### config.mk
export PLATFORM = sky130hd
export DESIGN_NAME = add_inc16_unit_flat
export DESIGN_NICKNAME = d
export VERILOG_FILES = /design/src/rtl/add_inc16_unit_if.sv /design/src/rtl/add_inc16_unit.sv /design/src/flat_wrapper.sv
export SDC_FILE = /design/constraint.sdc
export NUM_CORES = 1
export LEC_CHECK = 0
export CAP_MARGIN = 25
export CELL_PAD_IN_SITES_DETAIL_PLACEMENT = 0
export CELL_PAD_IN_SITES_GLOBAL_PLACEMENT = 1
export CORE_UTILIZATION = 37
export DETAILED_ROUTE_END_ITERATION = 8
export PLACE_DENSITY_LB_ADDON = 0.1
export SLEW_MARGIN = 5
export SYNTH_ARGS = -nofsm -noshare
export SYNTH_HDL_FRONTEND = slang
export SYNTH_SLANG_ARGS = --single-unit
export TNS_END_PERCENT = 20
### constraint.sdc
create_clock -name clk -period 1.2 [get_ports clk]
set_input_delay 0.24 -clock clk [delete_from_list [all_inputs] [get_ports clk]]
set_output_delay 0.24 -clock clk [all_outputs]
set_load 0.01 [all_outputs]
### src/rtl/add_inc16_unit_if.sv
// Operand/result bundle for add_inc16_unit.
// ADD_INC16_FLAGS_EN adds the carry/overflow flag signals.
interface add_inc16_unit_if #(
   parameter int unsigned WIDTH = 16
) ();

   logic             in_valid;
   logic [WIDTH-1:0] a;
   logic [WIDTH-1:0] b;
   logic             out_valid;
   logic [WIDTH-1:0] add16;
   logic [WIDTH-1:0] inc16;

`ifdef ADD_INC16_FLAGS_EN
   logic add_cout;
   logic add_ovf;
   logic inc_cout;

   modport master (
      output in_valid, a, b,
      input  out_valid, add16, inc16, add_cout, add_ovf, inc_cout
   );

   modport slave (
      input  in_valid, a, b,
      output out_valid, add16, inc16, add_cout, add_ovf, inc_cout
   );
`else
   modport master (
      output in_valid, a, b,
      input  out_valid, add16, inc16
   );

   modport slave (
      input  in_valid, a, b,
      output out_valid, add16, inc16
   );
`endif

endinterface

### src/rtl/add_inc16_unit.sv
// Registered adder (a + b) and incrementer (a + 1) built from full/half-adder chains.
// Optional macro ADD_INC16_FLAGS_EN adds registered add_cout, add_ovf and inc_cout.
module add_inc16_unit #(
   parameter int unsigned WIDTH = 16
) (
   input  logic              clk,
   input  logic              rst_n,
   add_inc16_unit_if.slave   bus
);

`ifdef ADD_INC16_FLAGS_EN
   localparam int unsigned CARRY_W = WIDTH + 1;
   localparam int unsigned MSB     = WIDTH - 1;
`else
   // Without flags the MSB carry-out is never built, so it cannot dangle.
   localparam int unsigned CARRY_W = WIDTH;
`endif

   logic [WIDTH-1:0]   a_c;
   logic [WIDTH-1:0]   b_c;
   logic [WIDTH-1:0]   sum_c;
   logic [WIDTH-1:0]   inc_c;
   logic [CARRY_W-1:0] add_carry_c;
   logic [CARRY_W-1:0] inc_carry_c;

   logic               valid_q;
   logic [WIDTH-1:0]   add_q;
   logic [WIDTH-1:0]   inc_q;

   assign a_c = bus.a;
   assign b_c = bus.b;

   assign add_carry_c[0] = 1'b0;
   assign inc_carry_c[0] = 1'b1;

   // Bit slices: one full adder (sum) and one half adder (increment) per bit.
   for (genvar i = 0; i < WIDTH; i++) begin : g_bit
      assign sum_c[i] = a_c[i] ^ b_c[i] ^ add_carry_c[i];
      assign inc_c[i] = a_c[i] ^ inc_carry_c[i];
      if (i + 1 < CARRY_W) begin : g_carry
         assign add_carry_c[i+1] = (a_c[i] & b_c[i]) | (add_carry_c[i] & (a_c[i] ^ b_c[i]));
         assign inc_carry_c[i+1] = a_c[i] & inc_carry_c[i];
      end
   end

   // Result registers: capture on in_valid, hold otherwise.
   always_ff @(posedge clk or negedge rst_n) begin : p_result
      if (!rst_n) begin
         valid_q <= 1'b0;
         add_q   <= '0;
         inc_q   <= '0;
      end else begin
         valid_q <= bus.in_valid;
         if (bus.in_valid) begin
            add_q <= sum_c;
            inc_q <= inc_c;
         end
      end
   end

   assign bus.out_valid = valid_q;
   assign bus.add16     = add_q;
   assign bus.inc16     = inc_q;

`ifdef ADD_INC16_FLAGS_EN
   logic add_ovf_c;
   logic add_cout_q;
   logic add_ovf_q;
   logic inc_cout_q;

   // Signed overflow: operands agree in sign but the sum does not.
   assign add_ovf_c = (a_c[MSB] == b_c[MSB]) && (sum_c[MSB] != a_c[MSB]);

   always_ff @(posedge clk or negedge rst_n) begin : p_flags
      if (!rst_n) begin
         add_cout_q <= 1'b0;
         add_ovf_q  <= 1'b0;
         inc_cout_q <= 1'b0;
      end else if (bus.in_valid) begin
         add_cout_q <= add_carry_c[WIDTH];
         add_ovf_q  <= add_ovf_c;
         inc_cout_q <= inc_carry_c[WIDTH];
      end
   end

   assign bus.add_cout = add_cout_q;
   assign bus.add_ovf  = add_ovf_q;
   assign bus.inc_cout = inc_cout_q;
`endif

endmodule

### src/flat_wrapper.sv
// flat-port wrapper written by rule: the top's interface ports become plain ports
module add_inc16_unit_flat 
#(
   parameter int unsigned WIDTH = 16
)
  (clk, rst_n, bus_in_valid, bus_a, bus_b, bus_out_valid, bus_add16, bus_inc16);
  add_inc16_unit_if #(.WIDTH(WIDTH)) bus_i ();
  input  logic clk;
  input  logic rst_n;
  input wire logic [$bits(bus_i.in_valid)-1:0] bus_in_valid;
  input wire logic [$bits(bus_i.a)-1:0] bus_a;
  input wire logic [$bits(bus_i.b)-1:0] bus_b;
  output wire logic [$bits(bus_i.out_valid)-1:0] bus_out_valid;
  output wire logic [$bits(bus_i.add16)-1:0] bus_add16;
  output wire logic [$bits(bus_i.inc16)-1:0] bus_inc16;
  assign bus_i.in_valid = bus_in_valid;
  assign bus_i.a = bus_a;
  assign bus_i.b = bus_b;
  assign bus_out_valid = bus_i.out_valid;
  assign bus_add16 = bus_i.add16;
  assign bus_inc16 = bus_i.inc16;
  add_inc16_unit #(.WIDTH(WIDTH)) u_core (.clk(clk), .rst_n(rst_n), .bus(bus_i));
endmodule
==> results.tsv, run 1 <==
metric	value	unit
hold_path_class	input pin to register	
yosys.cell_types.count	13	
synthDominantCellAreaShare	0.473	
gr-total-overflow	0	
crit_path_cell_trace	buf_8, ha_4, fa_2, fa_2, fa_2, fa_2, fa_2, fa_2, fa_2, fa_2, fa_2, fa_2, fa_2, inv_2, fa_2, inv_2, fa_2, fa_2, xor3_1, mux2_4	
io_pins	68	
arrival	5.73	ns
ys.flop_type	dfrtp_1	
cts_setup_buffers	0	
finalHoldViolCount	0	
port_buffers	67	
async_flop_share	1.00	
h-tree-depth	2	
violations	design-rule violations, negative setup slack	
vdd_drop_max	0.000662	V
placed_area	2610	µm²
synth.largest_area_cell	dfrtp_1	
r2r_slack	0.42	ns
worstMarginPinSlew	0.393	ns
outcome	finished with violations	
cp_max_fo	1	
rsz0062_at_grt	yes	
netlist_top_cells_count	33 x dfrtp_1, 28 x mux2_2, 15 x ha_1	
syn2layout_area_growth	62.9	%
crit_slowest_cell	fa_2	
gp_congestion	0.728	
fin_nets	254	
cp_data_required_time	1.36	ns
cp-start-kind	input pin	
slew_violations	0	
cts_tree	done	
syn-cell-area	1750	µm²
viasPerCell	4.61	
combPwrFrac	0.308	
fin_crit	5.56	ns
stdcell_area	2850	µm²
finalWorstSetupSlack	-4.36	ns
fmax	180	MHz
synth_most_common_cell	dfrtp_1	
grt_pass1_wl	6.13	mm
drt_iter0_drc	29	
numCtsBuffers	5	
setup_tns	-46.00	ns
ys_seq_elements	33	
switching_share	0.272	
num_vias	1120	
dp_slack	-5.03	ns
powerDensity	1190	nW/µm²
rows	24	
clock_skew	0	ns
yosysSeqAreaShare	0.473	
track_usage	0.162	
setup_violations	26	
clock-sinks	33	
drt_first_pass_iters	6	
grt_pass1_vias	1288	
clkPwrFrac	0.277	
slew_headroom	0.738	
grt_max_degree	21	
grt_antenna_before_repair	0	
hpwl	2.87	mm
synth_warnings	0	
die-height	70.7	µm
synth_edf_count	0	
endpoint_kind	register	
p_int	2.46	mW
syn_area_per_cell	16.3	µm²
start_util	0.393	
root_buffer	clkbuf_8	
cpMostUsedCell	fa_2	
antenna_cells	0	
p_leak	1.24	nW
clk_latency	0.29	ns
synthesis.nets	171	
fin_crit_sh	4.64	
clk_path_buf_depth	2	
seq_power_share	0.415	
final_layout_size_suffix_gt1_frac	0.455	
wl_per_cell	15.5	µm
drv_cap	0	
core	4440	µm²
critPathMaxStageDelay	0.39	ns
p_sw	922	µW
cts.clk_slew.worst_paths	0.08	ns
die-area	5000	µm²
fillers	329	
synth_area_leaders	dfrtp_1 47%, mux2_2 18%, fa_1 16%	
syn_inst	107	
drc	13	
path_class	input pin to register	
postRouteAntennaNets	0	
wirelength	3.76	mm
fp.dieW	70.7	µm
==> metal layers <==
| metal | global-route usage | vias to the layer above | wire length (µm) |
|---|---|---|---|
| met5 | 0 | - | 0 |
| met4 | 0.0467 | 0 | 14 |
| met3 | 0.0499 | 2 | 220 |
| met2 | 0.286 | 39 | 1950 |
| met1 | 0.190 | 552 | 1570 |
| li1 | - | 527 | - |
==> registers in the layout, summed over array words and instances (netlist names) <==
| signal | cells |
|---|---|
| u_core.bus.add16 | 16 |
| u_core.bus.inc16 | 16 |
| u_core.bus.out_valid | 1 |
==> layout make-up <==
type	count	area, µm²	area share
multi-input cells	64	1030	0.364
flip-flops and latches	33	826	0.290
repair buffers	80	796	0.280
clock buffers	7	96.3	0.0339
well taps	52	65.1	0.0229
inverters	6	22.5	0.00792
clock inverters	1	5.00	0.00176
==> through the flow <==
step	utilization	total power, mW	instances	hold slack [ns]
floorplan	-	1.84	107	-0.0556
global placement	0.588	2.47	234	0.175
detailed placement	0.588	2.51	234	0.184
CTS	0.630	3.38	243	0.225
global route	0.640	3.58	243	0.215
finish	0.640	3.38	243	0.226
==> final timing paths <==
| path | cells after the start | startpoint | endpoint |
|---|---|---|---|
| max | 20 | bus_b[0] | u_core.bus.add16[15]$_DFFE_PN0P_ |
| min reg2reg | 1 | u_core.bus.add16[1]$_DFFE_PN0P_ | u_core.bus.add16[1]$_DFFE_PN0P_ |
| min in group asynchronous | 2 | rst_n | u_core.bus.out_valid$_DFF_PN0_ |
| min | 3 | bus_a[0] | u_core.bus.inc16[0]$_DFFE_PN0P_ |
| max in group asynchronous | 3 | rst_n | u_core.bus.inc16[1]$_DFFE_PN0P_ |
| max reg2reg | 1 | u_core.bus.inc16[6]$_DFFE_PN0P_ | u_core.bus.inc16[6]$_DFFE_PN0P_ |
==> power by group through the flow <==
stage / Sequential, mW / Combinational (mW) / Clock, mW
final: 1.41 / 1.04 / 0.938
after CTS: 1.40 / 1.01 / 0.968
after global placement: 1.42 / 1.06 / 0
after detailed placement: 1.42 / 1.09 / 0
after global routing: 1.43 / 1.13 / 1.02
after floorplan: 1.51 / 0.329 / 0
==> repair_timing <==
action,CTS,global route
gates resized for setup,82,30
pin swaps,4,1
endpoints found under the setup margin,63,50
hold buffers,1,0
hold endpoints to repair,14,0
==> cells in the final DEF, fill, tap and decap left out, drive strengths merged <==
cell            n
buf            16
dlygate4sd3     1
fa             14
nor2            1
a21oi           1
clkdlybuf4s15  31
inv             6
mux2           29
mux2i           2
clkdlybuf4s50  27
ha             15
clkinv          1
xor3            1
clkbuf          9
dfrtp          33
xnor2           1
dlygate4sd2     3
==> kinds of logic after synthesis <==
kind of cell,count (synthesis),share of synthesized area
XOR/XNOR,2,0.0186
AND/OR/NAND/NOR,1,0.00215
buffers and inverters,10,0.0351
flip-flops,33,0.473
adder cells (fa/ha/maj),29,0.268
AO/OA/AOI/OAI,1,0.00286
multiplexers,31,0.201
==> worst max-delay path: cells and delay by family <==
| kind | cells | cell delay (ns) |
|---|---|---|
| fa+ha+maj | 15 | 4.84 |
| mux | 1 | 0.26 |
| xor+xnor | 1 | 0.18 |
| buf+inv | 3 | 0.20 |
(Power assumes the default switching activity.)
==> run 2, diff against run 1 <==
CAP_MARGIN = not set   (was 25)
==> results of run 2 <==
Final layout, timing and power as in run 1 (identical DEF).
